==> config.mk <==
export PLATFORM = sky130hd
export DESIGN_NAME = hex_entry_to_bin
export DESIGN_NICKNAME = d
export VERILOG_FILES = /design/src/rtl/hex_entry_to_bin.sv
export SDC_FILE = /design/constraint.sdc
export NUM_CORES = 1
export LEC_CHECK = 0
export ABC_AREA = 1
export BUFFER_PORTS_ARGS = -buffer_cell sky130_fd_sc_hd__buf_2
export CORE_MARGIN = 4
export CORE_UTILIZATION = 48
export DETAILED_ROUTE_END_ITERATION = 10
export PLACE_DENSITY = 0.75
export SKIP_CTS_REPAIR_TIMING = 1
export SYNTH_ARGS = -nofsm -noshare
export SYNTH_HDL_FRONTEND = slang
export SYNTH_SLANG_ARGS = --single-unit
==> constraint.sdc <==
create_clock -name clk -period 1.5 [get_ports clk]
set_input_delay 0.225 -clock clk [delete_from_list [all_inputs] [get_ports clk]]
set_output_delay 0.225 -clock clk [all_outputs]
set_load 0.02 [all_outputs]
==> src/rtl/hex_entry_to_bin.sv <==
// ASCII-hex keystroke assembler: shifts hex nibbles into a NUM_DIGITS-digit code,
// handles BS/ESC/ENTER, and hands the completed code off over valid/ready.
module hex_entry_to_bin #(
  parameter int unsigned NUM_DIGITS = 4,
  localparam int unsigned W  = 4 * NUM_DIGITS,
  localparam int unsigned CW = $clog2(NUM_DIGITS + 1)
) (
  input  logic          clk,
  input  logic          rst_n,
  input  logic          char_valid,
  input  logic [7:0]    char_data,
  output logic          char_ready,
  input  logic          clear,
  output logic [W-1:0]  code,
  output logic          code_valid,
  input  logic          code_ready,
  output logic [CW-1:0] digit_count,
  output logic          err_pulse
);

  localparam logic [7:0] CH_BS    = 8'h08;
  localparam logic [7:0] CH_ESC   = 8'h1B;
  localparam logic [7:0] CH_ENTER = 8'h0D;

  typedef enum logic {COLLECT, HOLD} state_t;

  state_t        r_state, w_state_nxt;
  logic [W-1:0]  r_code, w_code_nxt;
  logic [CW-1:0] r_count, w_count_nxt;
  logic          r_err, w_err_nxt;

  logic          w_is_hex;
  logic [3:0]    w_nibble;
  logic          w_full;
  logic          w_empty;
  logic          w_accept;

  always_comb begin
    w_is_hex = 1'b0;
    w_nibble = 4'd0;
    if (char_data >= 8'h30 && char_data <= 8'h39) begin
      w_is_hex = 1'b1;
      w_nibble = char_data[3:0];
    end else if ((char_data >= 8'h41 && char_data <= 8'h46) ||
                 (char_data >= 8'h61 && char_data <= 8'h66)) begin
      // 'A'/'a' have low nibble 1, so +9 lands on 10
      w_is_hex = 1'b1;
      w_nibble = char_data[3:0] + 4'd9;
    end
  end

  assign char_ready = (r_state == COLLECT);
  assign code_valid = (r_state == HOLD);
  assign w_accept   = char_valid && char_ready;
  assign w_full     = (r_count == CW'(NUM_DIGITS));
  assign w_empty    = (r_count == '0);

  always_comb begin
    w_state_nxt = r_state;
    w_code_nxt  = r_code;
    w_count_nxt = r_count;
    w_err_nxt   = 1'b0;
    if (clear) begin
      w_state_nxt = COLLECT;
      w_code_nxt  = '0;
      w_count_nxt = '0;
    end else begin
      case (r_state)
        COLLECT: begin
          if (w_accept) begin
            if (w_is_hex) begin
              if (!w_full) begin
                w_code_nxt  = (r_code << 4) | W'(w_nibble);
                w_count_nxt = r_count + 1'b1;
              end else begin
                w_err_nxt = 1'b1;
              end
            end else if (char_data == CH_BS) begin
              if (!w_empty) begin
                w_code_nxt  = r_code >> 4;
                w_count_nxt = r_count - 1'b1;
              end else begin
                w_err_nxt = 1'b1;
              end
            end else if (char_data == CH_ESC) begin
              w_code_nxt  = '0;
              w_count_nxt = '0;
            end else if (char_data == CH_ENTER) begin
              if (w_full) w_state_nxt = HOLD;
              else        w_err_nxt   = 1'b1;
            end else begin
              w_err_nxt = 1'b1;
            end
          end
        end
        HOLD: begin
          if (code_ready) begin
            w_state_nxt = COLLECT;
            w_code_nxt  = '0;
            w_count_nxt = '0;
          end
        end
        default: w_state_nxt = COLLECT;
      endcase
    end
  end

  always_ff @(posedge clk or negedge rst_n) begin
    if (!rst_n) begin
      r_state <= COLLECT;
      r_code  <= '0;
      r_count <= '0;
      r_err   <= 1'b0;
    end else begin
      r_state <= w_state_nxt;
      r_code  <= w_code_nxt;
      r_count <= w_count_nxt;
      r_err   <= w_err_nxt;
    end
  end

  assign code        = r_code;
  assign digit_count = r_count;
  assign err_pulse   = r_err;

endmodule

==> flow_summary.ini, run 1 <==
[outcome]
status = finished clean

[placed_design]
dp_slack_ns = -0.309
dpl_cell_area_um2 = 1870
gp_congestion = 0.857
dp_cells = 307
post-dp-hpwl_um = 2840
port_buffers = 34

[synthesis]
synth.avg_cell_area_um2 = 6.99
synth.most_common_cell = nand2_1
ys_top_cells_by_count = 60 x nand2_1, 36 x nand3_1, 22 x inv_1
syn_area_um2 = 1500
synth_area_leaders = dfrtp_1 35%, nand2_1 15%, nand3_1 12%, ha_1 5.9%, inv_1 5.5%
syn_nets = 234
yosysUniqueCellTypes = 25
synth_top_area_share_pct = 35.1
synthArstFlopShare_pct = 100
ys.flop_type = dfrtp_1
netlist_instances = 214
yosys.area.top_type = dfrtp_1
ys_seq_elements = 21
ys_warn_count = 0
synth_seq_area_share_pct = 35.1
synth_edf_count = 0

[floorplan]
io_pins = 35
rows = 19
dieArea_um2 = 4070
die_h_um = 63.8
coreArea_um2 = 2880
fp.dieW_um = 63.8
start_util_pct = 52.0

[sta]
setup_ws_ns = 0.0217
fmax_ghz = 0.676
fin_crit_sh_pct = 98.6
maxSlewHeadroom_pct = 67.0
finClkSkew_ns = 0.00471
worstMarginPinSlew_ns = 0.495
finalHoldViolCount = 0
finalMaxSlewViolations = 0
min_period_ns = 1.48
rsz0062_at_grt = true
finalSetupViolCount = 0

[pwr]
p_leak_nw = 1.13
p_comb_share_pct = 22.4
p_sw_share_pct = 29.4
p_sw_mw = 0.324
cellPowerDensity_nw_per_um2 = 540
total_power_mw = 1.10
clock_power_share_pct = 25.0
p_seq_share_pct = 52.5
ir_drop_uv = 517
internal_power_mw = 0.776

[job]
max_cap_violations = 0

[clocking]
cts_sinks = 21
cts_tree = built
root_buffer = clkbuf_4
htreeDepth = 1
insertion_delay_ns = 0.30
cts_buffers = 3
clockBufferDepth = 2
path_clk_slew_ns = 0.12

[worst_hold_path]
hold_path_class = in -> reg

[cells_and_area]
fin_util_pct = 70.8
final_nets = 298
area_growth_pct = 36.0
stdcell_area_um2 = 2040
n_antenna_cell = 0
fin_cells = 319
drive_gt1_share_pct = 35.0

[setup_path]
cp.required_ns = 1.71
crit_type = in -> reg
critPathMaxStageDelay_ns = 0.19
cp.buffers_inverters = 3
crit_fanout = 6
arrival_ns = 1.69
crit_slowest_cell = ha_2
worstPathCellList = buf_2, inv_1, ha_2, nor2_1, nand2_1, nand3_2, nand2_4, a21oi_4, nand3_4, buf_6, nand3_1, nand2_1
crit_family = simple AND/OR/NAND/NOR gates
cpMostUsedCell = nand2_1
cp-start-kind = input port
end_kind = flip-flop

[global_route]
grt_max_degree = 22
grt_pass1_vias = 1443
grt_pass1_wl_um = 6370
antenna_found_initial = 0
grt_use_total_pct = 19.3
grt_overflow = 0

[drt]
num_vias = 1614
antenna_left = 0
first_pass_iters = 4
wl_per_cell_um = 12.9
drc = 0
drt_iter0_markers = 105
via_per_inst = 5.06
wl_um = 4100
==> through the flow <==
step | hold slack, ns | TNS [ns]
6_report | 0.176 | 0
5_1_grt | 0.193 | -0.951
4_1_cts | -0.126 | -0.825
3_5_place_dp | 0.210 | -5.46
3_3_place_gp | 0.212 | -5.18
2_1_floorplan | -0.0706 | 0
==> placed cells by master, fill, tap and decap left out, types with 4 or more instances in the layout <==
master,count
nand2_2,4
a21oi_1,5
nor2_2,5
buf_4,26
inv_1,21
inv_2,4
buf_2,34
nand2_1,57
nand3_1,36
nor2_1,17
o21ai_0,9
dfrtp_1,20
==> cell families (layout without fill, tap and decap cells) <==
group / Yosys count / count (layout) / share of synthesized area (%)
XOR/XNOR: 3 / 3 / 1.76
flip-flops: 21 / 21 / 35.1
adder cells (fa/ha/maj): 7 / 7 / 5.85
buffers and inverters: 32 / 94 / 9.28
AO/OA/AOI/OAI: 16 / 16 / 5.60
AND/OR/NAND/NOR: 135 / 136 / 42.4
==> tightest hold or removal path, cell delays in order <==
cell and delay, ns:
buf_2 0.10, nand2_1 0.08, a21oi_1 0.05
==> power by group through the flow <==
| stage | logic [mW] | registers (mW) | clock network (mW) |
|---|---|---|---|
| detailed placement | 0.215 | 0.588 | 0 |
| global placement | 0.212 | 0.588 | 0 |
| floorplan | 0.105 | 0.599 | 0 |
| CTS | 0.216 | 0.577 | 0.282 |
| finish | 0.247 | 0.577 | 0.275 |
| global route | 0.272 | 0.579 | 0.303 |
==> routing by layer <==
metal | global-route usage [%] | routed length [µm] | vias to the layer above
met3 | 4.20 | 303 | 4
met4 | 3.23 | 24 | 0
met1 | 25.8 | 1810 | 736
met5 | 0 | 0 | -
met2 | 32.5 | 1960 | 58
li1 | - | - | 816
==> area by class of cell <==
| cell class | count | area (µm²) |
|---|---|---|
| sequential | 21 | 527 |
| multi-input combinational | 162 | 907 |
| timing repair buffer | 65 | 429 |
| tap | 42 | 52.6 |
| fill | 237 | 841 |
| inverter | 25 | 93.8 |
| clock buffer | 4 | 26.3 |
==> registers in the layout, indices dropped and copies added (netlist names) <==
signal	count
digit_count	3
code	16
err_pulse	1
code_valid	1
==> worst paths after layout <==
check                                            from                          to  slack [ns]  depth (start not counted)
setup / recovery                         char_data[1]         code[1]$_DFFE_PN0P_        0.02                         12
hold / removal                             char_valid         err_pulse$_DFF_PN0_        0.18                          3
setup reg to reg           digit_count[0]$_DFFE_PN0P_         code[1]$_DFFE_PN0P_        0.07                          9
hold reg to reg                   code[8]$_DFFE_PN0P_         code[8]$_DFFE_PN0P_        0.54                          2
max in group asynchronous                       rst_n  digit_count[0]$_DFFE_PN0P_        0.73                          2
min in group asynchronous                       rst_n         code[4]$_DFFE_PN0P_        0.40                          2
Power figures use the tool's default switching activity.
==> inputs of run 2 (changes only) <==
--- a/config.mk
+++ b/config.mk
@@ -7,10 +7,12 @@
 export LEC_CHECK = 0
 export ABC_AREA = 1
 export BUFFER_PORTS_ARGS = -buffer_cell sky130_fd_sc_hd__buf_2
+export CORE_ASPECT_RATIO = 0.5
 export CORE_MARGIN = 4
 export CORE_UTILIZATION = 48
 export DETAILED_ROUTE_END_ITERATION = 10
 export PLACE_DENSITY = 0.75
+export RECOVER_POWER = 50
 export SKIP_CTS_REPAIR_TIMING = 1
 export SYNTH_ARGS = -nofsm -noshare
 export SYNTH_HDL_FRONTEND = slang
==> run 2 against run 1 <==
  * Wire length up 6.5%
  * Global-route usage up 1.1 points
  * Sequential cell count unchanged
==> flow_summary.ini, run 2 (synthesized netlist as in run 1, its figures left out) <==
[outcome]
status = finished clean

[drt]
wl_um = 4370
num_vias = 1664
drt_iter0_markers = 187
via_per_inst = 5.25
antenna_left = 0
drc = 0
wl_per_cell_um = 13.8
first_pass_iters = 4

[sta]
fin_crit_sh_pct = 98.7
min_period_ns = 1.48
worstMarginPinSlew_ns = 0.527
finalHoldViolCount = 0
fmax_ghz = 0.675
finalMaxSlewViolations = 0
hold_ws_ns = 0.227
maxSlewHeadroom_pct = 64.8
finClkSkew_ns = 0.00137
finalSetupViolCount = 0

[global_route]
grt_max_degree = 22
grt_use_total_pct = 20.4
grt_pass1_vias = 1518
grt_pass1_wl_um = 6560
antenna_found_initial = 0
grt_overflow = 0

[clocking]
cts_tree = built
cts_buffers = 3
insertion_delay_ns = 0.26
root_buffer = clkbuf_8
cts_sinks = 21
htreeDepth = 1
path_clk_slew_ns = 0.08
clockBufferDepth = 2

[job]
max_cap_violations = 0

[cells_and_area]
fin_cells = 317
final_nets = 301
largest_reg_flops = 16
drive_gt1_share_pct = 37.5
layout_commonest_cell = nand2_1
fill_cells = 198
layout_common_cells = 56 x nand2_1, 34 x nand3_1, 31 x buf_2, 29 x buf_4, 20 x dfrtp_1
n_antenna_cell = 0
area_growth_pct = 41.0
stdcell_area_um2 = 2110

[placed_design]
dp_cells = 308
gp_congestion = 0.920
post-dp-hpwl_um = 3010
dpl_cell_area_um2 = 1910
port_buffers = 34

[setup_path]
crit_type = in -> reg
cp.required_ns = 1.71
crit_fanout = 12
cp-start-kind = input port
end_kind = flip-flop
reg2regPathDepth = 9
arrival_ns = 1.69

[pwr]
internal_power_mw = 0.863
p_leak_nw = 1.17
p_sw_share_pct = 29.2
p_sw_mw = 0.357
p_comb_share_pct = 21.1
ir_drop_uv = 320
cellPowerDensity_nw_per_um2 = 578
clock_power_share_pct = 31.5
p_seq_share_pct = 47.4

[floorplan]
io_pins = 35
rows = 13
die_h_um = 47.5
dieArea_um2 = 4130
start_util_pct = 53.8
fp.dieW_um = 87.0
coreArea_um2 = 2780

[worst_hold_path]
min_path_cells = 3
hold_path_class = in -> reg
-- run 2: changes by cell type in the layout (fill, tap and decap cells not counted), sizes merged --
cell	previous run	this run
buf	64	63
clkbuf	4	7
clkinv	0	1
-- run 2: critical path, cell delays in order --
cell and delay [ns]:
buf_2 0.12, inv_2 0.05, ha_4 0.15, nor2_2 0.11, nand2_2 0.09, nand3_4 0.12, nand2_4 0.09, buf_12 0.16
inv_4 0.10, nor2_1 0.07, nor3_1 0.23, nand2_1 0.09, nand2_1 0.07
-- run 2: cell type report --
| class | count | area, µm² | area share, % |
|---|---|---|---|
| clock inverters | 1 | 5.00 | 0.237 |
| clock buffers | 3 | 41.3 | 1.96 |
| repair buffers | 68 | 467 | 22.1 |
| well taps | 37 | 46.3 | 2.19 |
| inverters | 25 | 96.3 | 4.57 |
| multi-input cells | 162 | 927 | 44.0 |
| flip-flops and latches | 21 | 527 | 25.0 |
-- run 2: stage by stage --
stage / setup TNS, ns / setup slack [ns] / utilization [%] / power, mW
2_1_floorplan: 0 / 0.000346 / - / 0.704
3_3_place_gp: -4.65 / -0.271 / 68.6 / 0.803
3_5_place_dp: -6.13 / -0.353 / 68.6 / 0.809
4_1_cts: -1.33 / -0.109 / 70.2 / 1.19
5_1_grt: -0.546 / -0.0781 / 75.8 / 1.27
6_report: 0 / 0.0196 / 75.8 / 1.22
-- run 2: layer usage --
metal	track usage (%)	part of all wire [%]	up-vias
li1	-	-	822
met1	25.8	44	771
met2	37.6	48	65
met3	3.09	6.5	6
met4	6.21	1.3	0
met5	0	0	-
-- run 2: power groups by stage --
| stage | Sequential, mW | Clock [mW] | Combinational (mW) |
|---|---|---|---|
| after CTS | 0.577 | 0.391 | 0.221 |
| after floorplan | 0.599 | 0 | 0.105 |
| final | 0.578 | 0.384 | 0.258 |
| after global placement | 0.588 | 0 | 0.214 |
| after global routing | 0.578 | 0.410 | 0.282 |
| after detailed placement | 0.588 | 0 | 0.220 |
-- run 2: worst paths after layout --
kind / startpoint / slack [ns] / endpoint
setup / recovery: char_data[0] / 0.02 / digit_count[2]$_DFFE_PN0P_
hold / removal: char_valid / 0.23 / err_pulse$_DFF_PN0_
setup reg to reg: digit_count[1]$_DFFE_PN0P_ / 0.04 / code[9]$_DFFE_PN0P_
hold reg to reg: code[1]$_DFFE_PN0P_ / 0.53 / code[1]$_DFFE_PN0P_
max in group asynchronous: rst_n / 0.66 / digit_count[0]$_DFFE_PN0P_
min in group asynchronous: rst_n / 0.46 / err_pulse$_DFF_PN0_
